`src/rtl/ps2_pkg.sv`:
```
// PS/2 receiver shared types and constants.
// FSM state encoding, frame geometry and parameter defaults.
package ps2_pkg;

  localparam int DATA_BITS          = 8;
  localparam int FRAME_BITS         = 11;
  localparam int FILTER_CYCLES_DEF  = 8;
  localparam int TIMEOUT_CYCLES_DEF = 100000;
  localparam int FIFO_DEPTH_DEF     = 4;

  typedef enum logic [1:0] {
    S_IDLE,
    S_DATA,
    S_PARITY,
    S_STOP
  } ps2_state_t;

  // Odd parity holds when data plus parity bit has an odd count of ones.
  function automatic logic odd_par_ok(
    input logic [DATA_BITS-1:0] d,
    input logic                 p
  );
    return ^{d, p};
  endfunction

endpackage

```
`src/rtl/ps2_input_filter.sv`:
```
// Two-flop synchroniser plus stable-count glitch filter.
// Emits a one-cycle pulse on each filtered 1->0 transition.
module ps2_input_filter
  import ps2_pkg::*;
#(
  parameter int FILTER_CYCLES = FILTER_CYCLES_DEF
) (
  input  logic clk,
  input  logic reset,
  input  logic i_raw,
  output logic o_fall
);

  localparam int CW = $clog2(FILTER_CYCLES + 1);

  logic [1:0]    r_sync;
  logic [CW-1:0] r_cnt;
  logic          r_filt;
  logic          r_fall;

  always_ff @(posedge clk or negedge reset) begin
    if (!reset) begin
      r_sync <= 2'b11;
      r_cnt  <= '0;
      r_filt <= 1'b1;
      r_fall <= 1'b0;
    end else begin
      r_sync <= {r_sync[0], i_raw};
      r_fall <= 1'b0;
      if (r_sync[1] == r_filt) begin
        r_cnt <= '0;
      end else if (r_cnt == CW'(FILTER_CYCLES - 1)) begin
        r_filt <= r_sync[1];
        r_cnt  <= '0;
        r_fall <= r_filt;
      end else begin
        r_cnt <= r_cnt + 1'b1;
      end
    end
  end

  assign o_fall = r_fall;

endmodule

```
`src/rtl/ps2_receiver.sv`:
```
// PS/2 keyboard frame receiver with scancode FIFO.
// Decodes start/8 data/odd parity/stop frames on filtered clock edges.
module ps2_receiver
  import ps2_pkg::*;
#(
  parameter int FILTER_CYCLES  = FILTER_CYCLES_DEF,
  parameter int TIMEOUT_CYCLES = TIMEOUT_CYCLES_DEF,
  parameter int FIFO_DEPTH     = FIFO_DEPTH_DEF
) (
  input  logic       clk,
  input  logic       reset,
  input  logic       PS2_CLK,
  input  logic       PS2_DAT,
  output logic [7:0] scancode,
  output logic       scancode_valid,
  input  logic       scancode_ready,
  output logic       frame_error,
  output logic       overflow,
  input  logic       clear_overflow
);

  localparam int AW = $clog2(FIFO_DEPTH);
  localparam int TW = $clog2(TIMEOUT_CYCLES + 1);

  logic w_fall;
  logic w_dat;

  ps2_input_filter #(
    .FILTER_CYCLES(FILTER_CYCLES)
  ) u_clk_filt (
    .clk   (clk),
    .reset (reset),
    .i_raw (PS2_CLK),
    .o_fall(w_fall)
  );

  logic [1:0] r_dsync;

  always_ff @(posedge clk or negedge reset) begin
    if (!reset) r_dsync <= 2'b11;
    else        r_dsync <= {r_dsync[0], PS2_DAT};
  end

  assign w_dat = r_dsync[1];

  ps2_state_t          r_state;
  logic [DATA_BITS-1:0] r_shift;
  logic [2:0]          r_bitcnt;
  logic                r_par_ok;
  logic [TW-1:0]       r_tmo;
  logic                r_ferr;

  logic w_push;
  logic w_tmo;

  assign w_push = (r_state == S_STOP) && w_fall
                && w_dat && r_par_ok;
  assign w_tmo  = (r_state != S_IDLE) && !w_fall
                && (r_tmo == TW'(TIMEOUT_CYCLES - 1));

  always_ff @(posedge clk or negedge reset) begin
    if (!reset) begin
      r_state  <= S_IDLE;
      r_shift  <= '0;
      r_bitcnt <= '0;
      r_par_ok <= 1'b0;
      r_tmo    <= '0;
      r_ferr   <= 1'b0;
    end else begin
      r_ferr <= 1'b0;
      if (r_state == S_IDLE || w_fall) r_tmo <= '0;
      else                             r_tmo <= r_tmo + 1'b1;
      unique case (r_state)
        S_IDLE: begin
          if (w_fall && !w_dat) begin
            r_state  <= S_DATA;
            r_bitcnt <= '0;
            r_shift  <= '0;
          end
        end
        S_DATA: begin
          if (w_fall) begin
            r_shift  <= {w_dat, r_shift[DATA_BITS-1:1]};
            r_bitcnt <= r_bitcnt + 3'd1;
            if (r_bitcnt == 3'(DATA_BITS - 1))
              r_state <= S_PARITY;
          end
        end
        S_PARITY: begin
          if (w_fall) begin
            r_par_ok <= odd_par_ok(r_shift, w_dat);
            r_state  <= S_STOP;
          end
        end
        S_STOP: begin
          if (w_fall) begin
            r_state <= S_IDLE;
            if (!(w_dat && r_par_ok)) r_ferr <= 1'b1;
          end
        end
        default: r_state <= S_IDLE;
      endcase
      // Silent bus mid-frame: abandon the partial byte.
      if (w_tmo) begin
        r_state  <= S_IDLE;
        r_ferr   <= 1'b1;
        r_tmo    <= '0;
        r_bitcnt <= '0;
        r_shift  <= '0;
      end
    end
  end

  assign frame_error = r_ferr;

  logic [7:0] r_mem [FIFO_DEPTH];
  logic [AW:0] r_wp;
  logic [AW:0] r_rp;
  logic        r_ovf;

  logic w_empty;
  logic w_full;
  logic w_pop;
  logic w_wr;
  logic w_ovf;

  assign w_empty = (r_wp == r_rp);
  assign w_full  = (r_wp[AW] != r_rp[AW])
                && (r_wp[AW-1:0] == r_rp[AW-1:0]);
  assign w_pop   = !w_empty && scancode_ready;
  assign w_wr    = w_push && (!w_full || w_pop);
  assign w_ovf   = w_push && w_full && !w_pop;

  always_ff @(posedge clk or negedge reset) begin
    if (!reset) begin
      for (int i = 0; i < FIFO_DEPTH; i++)
        r_mem[i] <= '0;
      r_wp  <= '0;
      r_rp  <= '0;
      r_ovf <= 1'b0;
    end else begin
      if (w_wr) begin
        r_mem[r_wp[AW-1:0]] <= r_shift;
        r_wp <= r_wp + 1'b1;
      end
      if (w_pop) r_rp <= r_rp + 1'b1;
      if (w_ovf)               r_ovf <= 1'b1;
      else if (clear_overflow) r_ovf <= 1'b0;
    end
  end

  assign scancode       = r_mem[r_rp[AW-1:0]];
  assign scancode_valid = !w_empty;
  assign overflow       = r_ovf;

endmodule

```
`config.mk`:
```
export PLATFORM = sky130hd
export DESIGN_NAME = ps2_receiver
export DESIGN_NICKNAME = d
export VERILOG_FILES = /design/src/rtl/ps2_pkg.sv /design/src/rtl/ps2_input_filter.sv /design/src/rtl/ps2_receiver.sv
export SDC_FILE = /design/constraint.sdc
export NUM_CORES = 1
export LEC_CHECK = 0
export ABC_AREA = 0
export ABC_CLOCK_PERIOD_IN_PS = 1900
export BUFFER_PORTS_ARGS = -buffer_cell sky130_fd_sc_hd__buf_2
export CORE_MARGIN = 4
export CORE_UTILIZATION = 49
export CTS_CLUSTER_DIAMETER = 200
export DETAILED_ROUTE_END_ITERATION = 8
export PLACE_DENSITY = 0.68
export SYNTH_ARGS = -nofsm -noshare
export SYNTH_HDL_FRONTEND = slang
export SYNTH_SLANG_ARGS = --single-unit
```
`constraint.sdc`:
```
create_clock -name clk -period 1.9 [get_ports clk]
set_input_delay 0.38 -clock clk [delete_from_list [all_inputs] [get_ports clk]]
set_output_delay 0.38 -clock clk [all_outputs]
set_load 0.005 [all_outputs]
```
==> out/qor_table.md, run 1 <==
| Quantity | Reported |
| --- | --- |
| Count of final hold-check violations | 0 |
| R2r setup slk | 10 ps |
| Worst R2R End | r_bitcnt[0]$_DFFE_PN0P_ |
| Total net switching power | 1.197 mW |
| Dpl hpwl | 4296 µm |
| Grt total ovfl | 0 |
| Length of routed met3 wiring | 208 µm |
| Total leakage power | 2.166 nW |
| Violated checks | negative setup slack |
| Run status | complete, but fails checks |
| Final nets | 347 |
| Hold Path End | r_dsync[0]$_DFF_PN1_ |
| Number of DRC violations after detailed routing | 0 |
| Number of global-route vias before repair | 2,260 |
| Main area contributors after synthesis | dfrtp_1, mux2_2, xnor2_1, ha_1, mux4_1 |
| Worst vdd rail ir drop | 0.0008098 V |
| Crit share post-route | 1.037 |
| Width of the die | 95.79 µm |
| Boundary pin count | 17 |
| Hold Path Depth | 1 |
| EDFF count, synth | 0 |
| Worst reg-to-reg path cell count | 8 |
| TritonCTS Buffers | 9 |
| Aggregate routed wire length | 6713 µm |
| Unrepaired setup endpoints after global routing | true |
| Final setup violating endpoints | 8 |
| Skew final | 9.533 ps |
| Post-synthesis net count | 303 |
| Worst hold path type | input pin to flop |
| Critical Path Fanout Max | 7 |
| Floorplan die height | 95.79 µm |
| Total power density per cell area | 941.1 nW/µm² |
| Nature of the critical path startpoint | flop |
| Switching Fraction | 0.2821 |
| Slowest stage delay, CP | 500 ps |
| Flop pwr share | 0.455 |
| Ratio of cells with drive above 1 in the final layout | 0.3994 |
| Worst Setup Path Type | flop to output port |
| Final worst path period need | 1970 ps |
| Core region area | 7370 µm² |
| FF+latch count, synth | 81 |
| Post-DR wirelength/cell | 15.54 µm |
| Syn-to-layout area delta | 19.35% |
| Drt first-iter violations | 87 |
| Initial standard-cell utilization of the core | 0.5124 |
| Peak Freq | 0.5077 GHz |
| Mean number of vias per cell | 5.370 |
| Clock tree from TritonCTS | done |
| Worst-Margin Slew | 460.4 ps |
| Levels on crit path | 3 |
| Endpoint class of the critical path | output port |
| Total negative setup slack | -464.9 ps |
| Fill cell count | 580 |
| Clock Tree Buf Depth | 2 |
| Wire length on met2 | 3276 µm |
| Total die area | 9175 µm² |
| Yosys warning count | 0 |
| Data arrival at the endpoint of the critical path | 1590 ps |
| H-tree levels | 3 |
| Total internal power | 3.045 mW |
| Yosys top cell area share | 0.5036 |
| Top Metal Used | met4 |
| Multi-input gate area in the final layout | 1758 µm² |
| Clock tree root buffer cell | clkbuf_8 |
| Most frequently used flop master after synthesis | dfrtp_1 |
| Metal1 wirelength | 3161 µm |
| Register area share after synthesis | 0.5384 |
| Pin count of the biggest net entering global routing | 51 |
| Final antenna-violating net count | 0 |
| Part of the power in combinational logic | 0.210 |
| Wire length of the first global-routing pass | 11,150 µm |
| Number of cells produced by synthesis | 284 |
| Total via count after detailed routing | 2,320 |
| Worst R2R Start | r_state[0]$_DFFE_PN0P_ |
| Kind of cell with the highest combined delay on the critical path | multiplexers |
| Sink Count | 81 |
| Final weighted congestion in routability-driven placement | 0.7132 |
| Power, Total | 4.241 mW |
| Worst Hold Launch | PS2_DAT |
| Most frequent cells in the layout | dfrtp_1, mux2_2, nor2_1, xnor2_1, buf_4 |
| Post-synth top area cell | dfrtp_1 |
| Syn_area_per_cell | 13.30 µm² |
| Initial antenna violation count | 0 |
| Tightest slew margin relative to the limit | 0.6931 |
| Clock latency at the later pin of the worst-skew pair | 350 ps |
| Slowest cell on the critical path | mux4_2 |
| Worst-path clk slew | 80 ps |
| Total of max-cap violations | 0 |
| Reg area | 2034 µm² |
| Global router's overall resource usage | 0.1590 |
| Critical path, cell by cell | buf_12, mux4_2, buf_2 |
| Count of cell types in the netlist | 37 |
| Number of slew-limit violations in the final report | 0 |
| Most common cell after layout, fill and taps aside | dfrtp_1 |
| CP Buf/Inv Count | 2 |
| Final setup slack of the worst path | -69.51 ps |
| Router iterations before antenna repair | 4 |
| Ant. Diodes | 0 |
| Async set or reset register ratio after synthesis | 1.000 |
| Number of rows created at floorplan | 31 |
| Port bufs | 16 |
| CP Data Required Time | 1520 ps |
| Part of the power in the clock network | 0.334 |
| Area of the mapped netlist | 3776 µm² |
## worst register-to-register path: stages (launching register included)
cell and delay [ps]:
dfrtp_1 450, inv_2 80, ha_4 180, nor2_4 90
nand4_1 150, nor4_4 280, buf_4 200, o2bb2ai_4 100
mux2_4 270
## stage by stage
stage          instances  setup slack [ps]  hold WS [ps]    util  instance area [µm²]
6_report             432            -69.51         121.9  0.6115                 4507
5_1_grt              432            -127.9         98.85  0.6115                 4507
4_1_cts              421            -86.06         102.0  0.5806                 4279
3_5_place_dp         403             17.15         289.1  0.5482                 4040
3_3_place_gp         403             58.35         284.2  0.5482                 4040
2_1_floorplan        284             65.20         84.41       -                 3776
## power by group through the flow
stage / combinational (mW) / clock, mW / sequential, mW
floorplan: 0.435 / 0 / 1.94
global placement: 0.566 / 0 / 1.96
detailed placement: 0.585 / 0 / 1.96
CTS: 0.598 / 1.45 / 1.93
global route: 0.990 / 1.54 / 1.95
finish: 0.892 / 1.42 / 1.93
## layer usage
metal  GRT usage  vias to the layer above
li1            -                     1093
met1      0.2080                     1185
met2      0.2571                       34
met3     0.04769                        8
met4     0.04502                        0
met5           0                        -
## timing repair
item / CTS / global route
setup buffers: 1 / 9
endpoints found under the hold margin: 18 / 0
cloned: 0 / 3
pin swaps: 0 / 18
hold buffers: 1 / 0
endpoints found under the setup margin: 10 / 50
gates resized for setup: 7 / 23
## registers in the layout, summed over array words and instances (netlist names)
| name | count |
|---|---|
| frame_error | 1 |
| overflow | 1 |
| r_bitcnt | 3 |
| r_dsync | 2 |
| r_mem | 32 |
| r_par_ok | 1 |
| r_rp | 3 |
| r_shift | 8 |
| r_state | 2 |
| r_tmo | 17 |
| r_wp | 3 |
| u_clk_filt.o_fall | 1 |
| u_clk_filt.r_cnt | 4 |
| u_clk_filt.r_filt | 1 |
| u_clk_filt.r_sync | 2 |
## cell type report
cell class | instances | area share
multi-input combinational | 189 | 0.3901
clock buffer | 9 | 0.02748
sequential | 81 | 0.4514
clock inverter | 7 | 0.02277
timing repair buffer | 40 | 0.07496
inverter | 7 | 0.005830
tap | 99 | 0.02748
## kinds of logic (layout without fill, tap and decap cells)
| logic type | after synthesis | in the layout | synth area share |
|---|---|---|---|
| flops | 81 | 81 | 0.5384 |
| simple gates | 78 | 78 | 0.1083 |
| mux | 44 | 44 | 0.1607 |
| xor+xnor | 32 | 32 | 0.07422 |
| compound gates | 21 | 22 | 0.04970 |
| buf+inv | 15 | 63 | 0.02551 |
| fa+ha+maj | 13 | 13 | 0.04308 |
## worst max-delay path by stage
stage	start	slack, ps	to
floorplan	r_state[0]$_DFFE_PN0P_	70	r_bitcnt[1]$_DFFE_PN0P_
global placement	r_state[0]$_DFFE_PN0P_	60	r_bitcnt[0]$_DFFE_PN0P_
detailed placement	r_state[0]$_DFFE_PN0P_	20	r_bitcnt[0]$_DFFE_PN0P_
CTS	r_rp[0]$_DFFE_PN0P_	-90	scancode[2]
global route	r_rp[0]$_DFFE_PN0P_	-130	scancode[2]
finish	r_rp[0]$_DFFE_PN0P_	-70	scancode[5]
## Yosys cell counts (5+ instances only)
master   instances
xor2_1           9
nand4_1          5
nor3_1           5
ha_1            13
dfstp_2          5
nor2_1          26
xnor2_1         23
nand2_1          9
inv_1            7
a22o_2           9
and3_1           5
mux4_1           6
mux2_2          35
dfrtp_1         76
nand3_1         10
(Power assumes the default switching activity.)
==> run 2, diff against run 1 <==
--- a/config.mk
+++ b/config.mk
@@ -13,6 +13,7 @@
 export CTS_CLUSTER_DIAMETER = 200
 export DETAILED_ROUTE_END_ITERATION = 8
 export PLACE_DENSITY = 0.68
+export SKIP_CTS_REPAIR_TIMING = 1
 export SYNTH_ARGS = -nofsm -noshare
 export SYNTH_HDL_FRONTEND = slang
 export SYNTH_SLANG_ARGS = --single-unit
==> out/qor_table.md, run 2 (synthesized netlist as in run 1, its figures left out) <==
| Quantity | Reported |
| --- | --- |
| Max FFs per register | 32 |
| Total negative setup slack | -439.6 ps |
| Port bufs | 16 |
| Syn-to-layout area delta | 18.82% |
| Sink Count | 81 |
| Ratio of cells with drive above 1 in the final layout | 0.3904 |
| Most common cell after layout, fill and taps aside | dfrtp_1 |
| TritonCTS Buffers | 9 |
| Initial antenna violation count | 0 |
| Final Util | 0.6088 |
| Number of slew-limit violations in the final report | 0 |
| Core region area | 7370 µm² |
| Worst Setup Path Type | flop to output port |
| CP Data Required Time | 1520 ps |
| Final weighted congestion in routability-driven placement | 0.7132 |
| Mean number of vias per cell | 5.289 |
| Unrepaired setup endpoints after global routing | true |
| Most frequent cells in the layout | dfrtp_1, mux2_2, nor2_1 |
| Nature of the critical path startpoint | flop |
| Tightest slew margin relative to the limit | 0.4754 |
| Global router's overall resource usage | 0.1566 |
| Worst-Margin Slew | 787.0 ps |
| Final antenna-violating net count | 0 |
| Critical Path Fanout Max | 7 |
| Final setup violating endpoints | 11 |
| Layout Cells excl Fill | 432 |
| Leading registers by flop count | r_mem x32, r_tmo x17, r_shift x8 |
| Hold Path Depth | 1 |
| Worst reg-to-reg path cell count | 6 |
| Total of max-cap violations | 0 |
| Boundary pin count | 17 |
| Number of rows created at floorplan | 31 |
| Final setup slack of the worst path | -61.98 ps |
| Placed cells | 403 |
| Worst vdd rail ir drop | 0.0008051 V |
| Placed Instance Area | 4040 µm² |
| Clock Tree Buf Depth | 2 |
| Skew final | 8.666 ps |
| Register with the most flip-flops | r_mem |
| Fill cell count | 571 |
| Run status | complete, but fails checks |
| Crit share post-route | 1.033 |
| Count of final hold-check violations | 0 |
| Clock tree from TritonCTS | done |
| Data arrival at the endpoint of the critical path | 1580 ps |
| Final worst path period need | 1962 ps |
| Post-route design area | 4487 µm² |
| Number of DRC violations after detailed routing | 0 |
| Grt total ovfl | 0 |
| Aggregate routed wire length | 6578 µm |
| Initial standard-cell utilization of the core | 0.5124 |
| Dpl hpwl | 4296 µm |
| Peak Freq | 0.5097 GHz |
| H-tree levels | 3 |
| Total leakage power | 2.174 nW |
| Ant. Diodes | 0 |
| Endpoint class of the critical path | output port |
| Final nets | 347 |
| Drt first-iter violations | 74 |
| Floorplan die height | 95.79 µm |
| Worst-path clk slew | 80 ps |
| Clock tree root buffer cell | clkbuf_8 |
| Total via count after detailed routing | 2,285 |
| Clock latency at the later pin of the worst-skew pair | 350 ps |
| Worst hold path type | input pin to flop |
| Post-DR wirelength/cell | 15.23 µm |
| Number of global-route vias before repair | 2,237 |
| Width of the die | 95.79 µm |
| Total die area | 9175 µm² |
| Pin count of the biggest net entering global routing | 51 |
| Router iterations before antenna repair | 4 |
| Violated checks | negative setup slack |
| Total power density per cell area | 913.8 nW/µm² |
| Wire length of the first global-routing pass | 11,010 µm |
[run 2: final cells by class]
type                            count  area, µm²  share of cell area
Clock buffer                        9      123.9             0.02761
Clock inverter                      7      102.6             0.02287
Inverter                            7      26.28            0.005856
Multi-Input combinational cell    189       1769              0.3943
Sequential cell                    81       2034              0.4534
Tap cell                           99      123.9             0.02761
Timing Repair Buffer               40      306.5             0.06832
[run 2: worst paths after layout]
check | endpoint | slack, ps | startpoint
worst max-delay path | scancode[5] | -60 | r_rp[0]$_DFFE_PN0P_
worst min-delay path | r_dsync[0]$_DFF_PN1_ | 120 | PS2_DAT
worst max register to register | r_mem[26]$_DFFE_PN0P_ | -30 | r_rp[0]$_DFFE_PN0P_
worst min register to register | u_clk_filt.r_sync[1]$_DFF_PN1_ | 360 | u_clk_filt.r_sync[0]$_DFF_PN1_
max in group asynchronous | r_tmo[10]$_DFF_PN0_ | 890 | reset
min in group asynchronous | overflow$_DFFE_PN0P_ | 450 | reset
[run 2: critical path, cell delays in order (launching register included)]
cell and delay, ps:
dfrtp_2 440, buf_12 150, mux4_2 500, buf_2 140
[run 2: power breakdown]
part | switching, mW | total (mW) | internal (mW)
Combinational | 0.394 | 0.763 | 0.369
Sequential | 0.0909 | 1.93 | 1.84
Clock | 0.655 | 1.41 | 0.754
[run 2: routing by layer]
layer,vias up,track usage,wire length [µm]
met2,25,0.2519,3239
met5,-,0,0
met1,1164,0.2068,3090
met4,0,0.04265,59
li1,1090,-,-
met3,6,0.04691,188
[run 2: stage by stage]
step / hold WS, ps / power, mW / setup WS, ps
floorplan: 84.41 / 2.378 / 65.20
global placement: 284.2 / 2.523 / 58.35
detailed placement: 289.1 / 2.549 / 17.15
CTS: -99.28 / 3.973 / -250.6
global route: 98.73 / 4.333 / -120.3
finish: 124.0 / 4.100 / -61.98
==> run 3, diff against run 2 <==
--- a/config.mk
+++ b/config.mk
@@ -6,13 +6,13 @@
 export NUM_CORES = 1
 export LEC_CHECK = 0
 export ABC_AREA = 0
-export ABC_CLOCK_PERIOD_IN_PS = 1900
+export ABC_CLOCK_PERIOD_IN_PS = 1910
 export BUFFER_PORTS_ARGS = -buffer_cell sky130_fd_sc_hd__buf_2
 export CORE_MARGIN = 4
 export CORE_UTILIZATION = 49
 export CTS_CLUSTER_DIAMETER = 200
 export DETAILED_ROUTE_END_ITERATION = 8
-export PLACE_DENSITY = 0.68
+export PLACE_DENSITY = 0.66
 export SKIP_CTS_REPAIR_TIMING = 1
 export SYNTH_ARGS = -nofsm -noshare
 export SYNTH_HDL_FRONTEND = slang
==> constraint.sdc (replaced) <==
create_clock -name clk -period 1.91 [get_ports clk]
set_input_delay 0.382 -clock clk [delete_from_list [all_inputs] [get_ports clk]]
set_output_delay 0.382 -clock clk [all_outputs]
set_load 0.005 [all_outputs]
==> out/qor_table.md, run 3 (synthesized netlist as in run 1, its figures left out) <==
| Quantity | Reported |
| --- | --- |
| Drt first-iter violations | 75 |
| Final antenna-violating net count | 0 |
| Final Util | 0.5958 |
| Final setup violating endpoints | 8 |
| Layout Cells excl Fill | 426 |
| Total negative setup slack | -121.0 ps |
| Critical Path Fanout Max | 8 |
| Count of final hold-check violations | 0 |
| Total leakage power | 2.088 nW |
| Total via count after detailed routing | 2,267 |
| Worst hold path type | input pin to flop |
| CP Data Required Time | 1530 ps |
| Worst-path clk slew | 80 ps |
| Total die area | 9175 µm² |
| Data arrival at the endpoint of the critical path | 1560 ps |
| Worst hold slack | 121.1 ps |
| Initial antenna violation count | 0 |
| Max FFs per register | 32 |
| Number of global-route vias before repair | 2,419 |
| Grt total ovfl | 0 |
| Total power density per cell area | 913.7 nW/µm² |
| Most frequent cells in the layout | dfrtp_1, mux2_2, nor2_1 |
| Number of DRC violations after detailed routing | 0 |
| Mean number of vias per cell | 5.322 |
| Worst Setup Path Type | flop to output port |
| Number of slew-limit violations in the final report | 0 |
| Clock tree from TritonCTS | done |
| Boundary pin count | 17 |
| Leading registers by flop count | r_mem x32, r_tmo x17, r_shift x8 |
| Ant. Diodes | 0 |
| Core region area | 7370 µm² |
| Total of max-cap violations | 0 |
| Sink Count | 81 |
| Worst vdd rail ir drop | 0.0006978 V |
| TritonCTS Buffers | 9 |
| Global router's overall resource usage | 0.1614 |
| Endpoint class of the critical path | output port |
| Wire length of the first global-routing pass | 11,230 µm |
| Clock latency at the later pin of the worst-skew pair | 350 ps |
| Final setup slack of the worst path | -29.49 ps |
| Tightest slew margin relative to the limit | 0.5010 |
| Skew final | 8.336 ps |
| Unrepaired setup endpoints after global routing | true |
| Pin count of the biggest net entering global routing | 48 |
| Crit share post-route | 1.015 |
| Most common cell after layout, fill and taps aside | dfrtp_1 |
| Placed cells | 403 |
| Power, Total | 4.012 mW |
| Run status | complete, but fails checks |
| Post-DR wirelength/cell | 15.24 µm |
| Router iterations before antenna repair | 4 |
| Placed Instance Area | 4015 µm² |
| Violated checks | negative setup slack |
| Final worst path period need | 1939 ps |
| Post-route design area | 4390 µm² |
| Clock tree root buffer cell | clkbuf_8 |
| H-tree levels | 3 |
| Dpl hpwl | 4280 µm |
| Syn-to-layout area delta | 16.27% |
| Width of the die | 95.79 µm |
| Number of rows created at floorplan | 31 |
| Nature of the critical path startpoint | flop |
| Floorplan die height | 95.79 µm |
| Clock Tree Buf Depth | 2 |
| Ratio of cells with drive above 1 in the final layout | 0.3731 |
| Final weighted congestion in routability-driven placement | 0.7556 |
| Final nets | 342 |
| Aggregate routed wire length | 6492 µm |
| Peak Freq | 0.5156 GHz |
| Initial standard-cell utilization of the core | 0.5124 |
| R2r setup slk | 30 ps |
| Pre-CTS setup slack | 82.75 ps |
| Register with the most flip-flops | r_mem |
| Port bufs | 16 |
| Worst-Margin Slew | 748.5 ps |
## run 3: changes by cell type in the layout (fill, tap and decap cells not counted), sizes merged
cell	change
buf	-5
clkbuf	+1
clkinv	-1
clkinvlp	-1
## run 3: metal layers
| layer | vias up | track usage | part of all wire |
|---|---|---|---|
| li1 | 1081 | - | - |
| met5 | - | 0 | 0 |
| met2 | 31 | 0.2594 | 0.49 |
| met3 | 12 | 0.06177 | 0.033 |
| met4 | 0 | 0.05332 | 0.019 |
| met1 | 1143 | 0.2006 | 0.46 |
## run 3: area by class of cell
type,instances,area [µm²]
clock inverter,5,86.33
tap,99,123.9
timing repair buffer,35,255.2
multi-input combinational,189,1728
inverter,7,26.28
fill,615,2979
clock buffer,10,137.6
sequential,81,2033
## run 3: final timing paths
path / start / to / cells past startpoint
hold reg to reg: u_clk_filt.r_sync[0]$_DFF_PN1_ / u_clk_filt.r_sync[1]$_DFF_PN1_ / 0
max in group asynchronous: reset / r_dsync[1]$_DFF_PN1_ / 3
min in group asynchronous: reset / r_mem[8]$_DFFE_PN0P_ / 2
setup reg to reg: r_state[1]$_DFFE_PN0P_ / r_bitcnt[0]$_DFFE_PN0P_ / 8
hold / removal: PS2_DAT / r_dsync[0]$_DFF_PN1_ / 1
setup / recovery: r_rp[0]$_DFFE_PN0P_ / scancode[7] / 3
## run 3: critical path, cell delays in order, from the launching register on
cell and delay (ps):
dfrtp_1 390, buf_8 170, mux4_2 510, buf_2 140
## run 3: power breakdown
part / total, mW / internal [mW] / switching [mW]
Sequential: 1.92 / 1.83 / 0.0918
Combinational: 0.682 / 0.316 / 0.366
Clock: 1.41 / 0.776 / 0.633
